$ cat src/rtl/dma_read_requester.sv
// Splits one DMA read chunk into 4 KB-safe memory-read requests, tracks tags, writes completion DWs to device memory.
// Request out one cycle after chunk accept; write one cycle after each DW; fields hold while rd_req_ready is low.
module dma_read_requester #(
  parameter int NUM_TAGS     = 8,
  parameter int MAX_RD_BYTES = 512,
  localparam int TW          = $clog2(NUM_TAGS)
) (
  input  logic          i_clk,
  input  logic          i_rst,
  input  logic          dma_pending,
  input  logic          dma_dir_write,
  input  logic [31:0]   dma_size,
  input  logic [63:0]   dma_address_host,
  input  logic [31:0]   dma_address_device,
  output logic          dma_done,
  output logic          rd_req_valid,
  input  logic          rd_req_ready,
  output logic [63:0]   rd_req_addr,
  output logic [10:0]   rd_req_len,
  output logic [TW-1:0] rd_req_tag,
  input  logic          cpl_valid,
  input  logic [TW-1:0] cpl_tag,
  input  logic [31:0]   cpl_data,
  output logic          mem_wr_en,
  output logic [31:0]   mem_wr_addr,
  output logic [31:0]   mem_wr_data,
  output logic          err_unexpected_cpl
);

  localparam logic [31:0] MAX_BYTES = 32'(MAX_RD_BYTES);

  typedef enum logic [1:0] {IDLE, ISSUE, WAIT_CPL, DONE} state_t;

  state_t              state, state_nxt;
  logic [63:0]         host_addr;
  logic [31:0]         dev_addr;
  logic [31:0]         rem_bytes;
  logic [NUM_TAGS-1:0] busy;
  logic [31:0]         tag_dev [NUM_TAGS];
  logic [10:0]         tag_rem [NUM_TAGS];
  logic [31:0]         bnd_bytes;
  logic [31:0]         req_bytes;
  logic [TW-1:0]       free_tag;
  logic                any_free;
  logic                accept;
  logic                cpl_hit;
  logic                unused_req_bits;

  // Request size: remaining bytes, clipped to max read size and to the next 4 KB boundary.
  always_comb begin
    bnd_bytes = 32'd4096 - {20'd0, host_addr[11:0]};
    req_bytes = rem_bytes;
    if (req_bytes > MAX_BYTES) req_bytes = MAX_BYTES;
    if (req_bytes > bnd_bytes) req_bytes = bnd_bytes;
  end

  assign unused_req_bits = ^{req_bytes[31:13], req_bytes[1:0]};

  always_comb begin
    free_tag = '0;
    any_free = 1'b0;
    for (int i = NUM_TAGS - 1; i >= 0; i--) begin
      if (!busy[i]) begin
        free_tag = TW'(i);
        any_free = 1'b1;
      end
    end
  end

  assign rd_req_valid = (state == ISSUE) && any_free;
  assign rd_req_addr  = host_addr;
  assign rd_req_len   = req_bytes[12:2];
  assign rd_req_tag   = free_tag;
  assign accept       = rd_req_valid && rd_req_ready;
  assign cpl_hit      = cpl_valid && busy[cpl_tag];
  assign dma_done     = (state == DONE);

  always_ff @(posedge i_clk) begin
    if (i_rst) state <= IDLE;
    else       state <= state_nxt;
  end

  always_comb begin
    state_nxt = state;
    case (state)
      IDLE:     if (dma_pending && !dma_dir_write) state_nxt = (dma_size == 32'd0) ? DONE : ISSUE;
      ISSUE:    if (accept && (rem_bytes == req_bytes)) state_nxt = WAIT_CPL;
      WAIT_CPL: if (busy == '0) state_nxt = DONE;
      DONE:     state_nxt = IDLE;
      default:  state_nxt = IDLE;
    endcase
  end

  // Accept only takes a free tag and completions only touch busy tags, so the two never collide.
  always_ff @(posedge i_clk) begin
    if (i_rst) begin
      host_addr          <= '0;
      dev_addr           <= '0;
      rem_bytes          <= '0;
      busy               <= '0;
      mem_wr_en          <= 1'b0;
      mem_wr_addr        <= '0;
      mem_wr_data        <= '0;
      err_unexpected_cpl <= 1'b0;
    end else begin
      mem_wr_en <= 1'b0;
      if (state == IDLE && dma_pending && !dma_dir_write) begin
        host_addr <= dma_address_host;
        dev_addr  <= dma_address_device;
        rem_bytes <= dma_size;
      end
      if (accept) begin
        host_addr      <= host_addr + 64'(req_bytes);
        dev_addr       <= dev_addr + req_bytes;
        rem_bytes      <= rem_bytes - req_bytes;
        busy[free_tag] <= 1'b1;
      end
      if (cpl_valid) begin
        if (cpl_hit) begin
          mem_wr_en   <= 1'b1;
          mem_wr_addr <= tag_dev[cpl_tag];
          mem_wr_data <= cpl_data;
          if (tag_rem[cpl_tag] == 11'd1) busy[cpl_tag] <= 1'b0;
        end else begin
          err_unexpected_cpl <= 1'b1;
        end
      end
    end
  end

  always_ff @(posedge i_clk) begin
    if (accept) begin
      tag_dev[free_tag] <= dev_addr;
      tag_rem[free_tag] <= req_bytes[12:2];
    end
    if (cpl_hit) begin
      tag_dev[cpl_tag] <= tag_dev[cpl_tag] + 32'd4;
      tag_rem[cpl_tag] <= tag_rem[cpl_tag] - 11'd1;
    end
  end

endmodule

$ cat config.mk
export PLATFORM = sky130hd
export DESIGN_NAME = dma_read_requester
export DESIGN_NICKNAME = d
export VERILOG_FILES = /design/src/rtl/dma_read_requester.sv
export SDC_FILE = /design/constraint.sdc
export NUM_CORES = 1
export LEC_CHECK = 0
export CELL_PAD_IN_SITES_DETAIL_PLACEMENT = 0
export CELL_PAD_IN_SITES_GLOBAL_PLACEMENT = 1
export CORE_MARGIN = 5
export CORE_UTILIZATION = 45
export DETAILED_ROUTE_END_ITERATION = 10
export GPL_ROUTABILITY_DRIVEN = 1
export GPL_TIMING_DRIVEN = 0
export HOLD_SLACK_MARGIN = 0.12
export PLACE_DENSITY_LB_ADDON = 0.1
export SETUP_SLACK_MARGIN = 0.1
export SLEW_MARGIN = 5
export SYNTH_ARGS = -nofsm -noshare
export SYNTH_HDL_FRONTEND = slang
export SYNTH_SLANG_ARGS = --single-unit
$ cat constraint.sdc
create_clock -name i_clk -period 8.9 [get_ports i_clk]
set_input_delay 1.78 -clock i_clk [delete_from_list [all_inputs] [get_ports i_clk]]
set_output_delay 1.78 -clock i_clk [all_outputs]
set_load 0.01 [all_outputs]
==> reports/results.ini <==
[outcome]
status=finished clean

[flow_run]
drv_cap=0

[floorplan]
fp-row-count=98
fp.dieW_um=277.7
die_h_um=277.7
initial_utilization=0.4525
die_area_um2=77100
ios=315
core_area_um2=71240

[finish]
nets=4271
layout-drive-gt1-share=0.07159
fin_util=0.5529
syn_to_final_growth_pct=22.18

[timing]
fmax_mhz=121.4
setup_violations=0
layout_min_cycle_time_ns=8.238
grt_setup_unrepaired=no
period_share=0.9256
hold_violations=0
drv_slew=0
fin_skew_ns=0.03102
worst_pin_slew_ns=1.325
setup_ws_ns=0.6625
maxSlewHeadroom=0.1131

[drt]
vias=30795
drt_pre_antenna_iters=6
drt-total-wl_um=135800
post-route-drc-count=0
drtIter0Drc=3741
avgViaCountPerCell=6.173
ant_nets=0
wl_per_cell_um=27.22

[cts]
tritoncts.num_buffers=66
cts-htree-levels=3
cts_buffer_depth=3
cts_resized=0
cts_tree=done
post_cts_buffers=0
cts-hold-fix-buffers=0
cts-root-buf=clkbuf_16
clock-sinks=548
clock_latency_ns=0.62
clkTransAtPathRegs_ns=0.06

[setup_path]
cp_max_fo=10
endpoint_kind=register
cp.arrival_ns=8.75
cp-start-kind=register
worst-setup-path-type=reg -> reg
required_ns=9.41

[yosys]
synth_compound_area_frac=0.1915
synth_ff_type=edfxtp_1
synth_mux_area_frac=0.05880
yosysSeqAreaShare=0.4471
synth_edf_count=344
synth_top_family_by_area=compound AO/OA/AOI/OAI gates
yosysTopAreaCell=edfxtp_1
synth_cells=3531
synth_area_um2=32240
netlist.area_leader.share=0.3204
synth_most_common_cell=nand2_1
synth_adder_area_share=0.04688
ys_warn_count=0
async_flop_share=0
ys_ff_latch=548
synth_xor_xnor_area_share=0.03407
ys_types=98
synth.area.top_cells=edfxtp_1 (32%), dfxtp_1 (13%), nand2_1 (7.7%)
yosys.area_share.simple=0.1774
ys_top_cells_by_count=nand2_1 (663), o21ai_0 (349), edfxtp_1 (344)
syn_avg_cell_area_um2=9.130

[grt]
grt_max_degree=44
antenna_found_initial=2
grt_usage=0.3365
grt_pass1_vias=29300
grt-ovfl-total=0
grt_pass1_wl_um=195500

[placement]
place_ws_ns=0.2355
place_hpwl_um=97240
io_buffer_count=312
place_congestion=0.9436

[power_and_ir_drop]
p_per_area_nw_per_um2=257.8
ir_worst_vdd_mv=0.1506
power.leakage_uw=0.01421
power_uw=10160

[min_path]
hold_class=reg -> reg

[state kept, by name, indices dropped and copies added, names as in the netlist]
register and cells:
mem_wr_data 32, rd_req_addr 64, err_unexpected_cpl 1, state 2, mem_wr_addr 32, busy 8, dev_addr 32, rem_bytes 32
tag_rem 88, mem_wr_en 1, tag_dev 256
[metrics by stage]
stage / std cells / TNS [ns] / hold WS (ns) / area [um2]
2_1_floorplan: 3587 / 0 / 0.4709 / 32450
3_3_place_gp: 4849 / -549.21 / 0.4416 / 36760
3_5_place_dp: 4865 / 0 / 0.4469 / 37190
4_1_cts: 4987 / 0 / 0.4538 / 39360
5_1_grt: 4987 / 0 / 0.4795 / 39380
6_report: 4989 / 0 / 0.4528 / 39390
[per-layer routing]
layer  routed length [um]  GRT usage  share of wire
met4                 7126     0.1543          0.052
met1                52570     0.4396           0.39
met3                12280    0.05159          0.090
met5                    0          0              0
met2                63800     0.5544           0.47
[layout by cell type (no fill, tap or decap), types with 18 or more instances in the layout]
cell type,Yosys,layout
dfxtp_1,204,204
nor4_1,35,33
buf_1,49,49
clkbuf_1,170,186
clkbuf_16,0,69
and2_1,23,23
buf_2,18,18
nand2_1,663,662
a221oi_1,34,34
a21o_1,42,42
xnor2_1,74,74
mux4_2,31,31
nor3_1,38,38
a31oi_1,25,25
a21oi_1,228,228
edfxtp_1,344,344
ha_1,116,116
a211oi_1,48,48
o21ai_0,349,343
nor2b_1,26,26
buf_4,18,19
a311oi_1,61,61
nor2_1,248,248
nand4_1,35,35
nand2b_1,19,19
inv_1,68,68
o21ai_1,29,28
clkdlybuf4s50_1,0,312
o22ai_1,23,23
o21a_1,20,20
conb_1,2,58
mux2i_1,75,72
nand3_1,77,77
xor2_1,44,44
mux2_2,35,35
and3_1,20,20
[worst max-delay path, cell delays in order, from the launching register on]
cell       delay, ns
dfxtp_1         0.34
nor4_1          0.44
nand4_1         0.22
nor4_2          0.41
a21boi_1        0.50
and2_1          0.26
ha_1            0.16
a21o_1          0.11
a21o_1          0.12
a21o_1          0.11
a221o_1         0.16
a21o_1          0.09
o311a_1         0.14
clkbuf_1        0.23
clkbuf_1        0.52
mux2i_2         0.67
inv_1           0.28
ha_1            0.41
o21ai_0         0.12
o21ai_1         0.29
a41oi_1         0.27
o21ai_1         0.39
or3b_1          0.57
a2111oi_4       0.67
nand4_1         0.19
or3_1           0.33
a31oi_1         0.13
[layout make-up]
class,instances,area (um2)
timing repair buffer,328,3453
tap,950,1189
inverter,69,259.0
clock inverter,31,315.3
sequential,548,14410
buffer,265,1161
clock buffer,91,1859
fill,6573,31850
multi-input combinational,2705,16730
antenna,2,5.005
[power breakdown]
| group | total, uW | leakage (uW) | internal (uW) | switching [uW] |
|---|---|---|---|---|
| Combinational | 4110 | 0.00829 | 1580 | 2530 |
| Clock | 2790 | 0.00107 | 1620 | 1170 |
| Sequential | 3260 | 0.00484 | 3070 | 180 |
| Total | 10200 | 0.0142 | 6280 | 3880 |
[worst paths after layout]
check | slack (ns) | startpoint | depth (start not counted) | end
setup reg to reg | 0.66 | rem_bytes[10] | 26 | rd_req_addr[63]
setup / recovery | 0.66 | rem_bytes[10] | 26 | rd_req_addr[63]
hold / removal | 0.45 | mem_wr_data[7] | 2 | mem_wr_data[7]
hold reg to reg | 0.45 | mem_wr_data[7] | 2 | mem_wr_data[7]
[cells by family after synthesis]
kind of cell	Yosys count
and+or+nand+nor	1272
adders and majority gates	119
AOI/OAI and AO/OA	991
xor gates and xnor gates	122
muxes	143
other	2
DFF	548
buffers and inverters	334
Power figures use the tool's default switching activity.
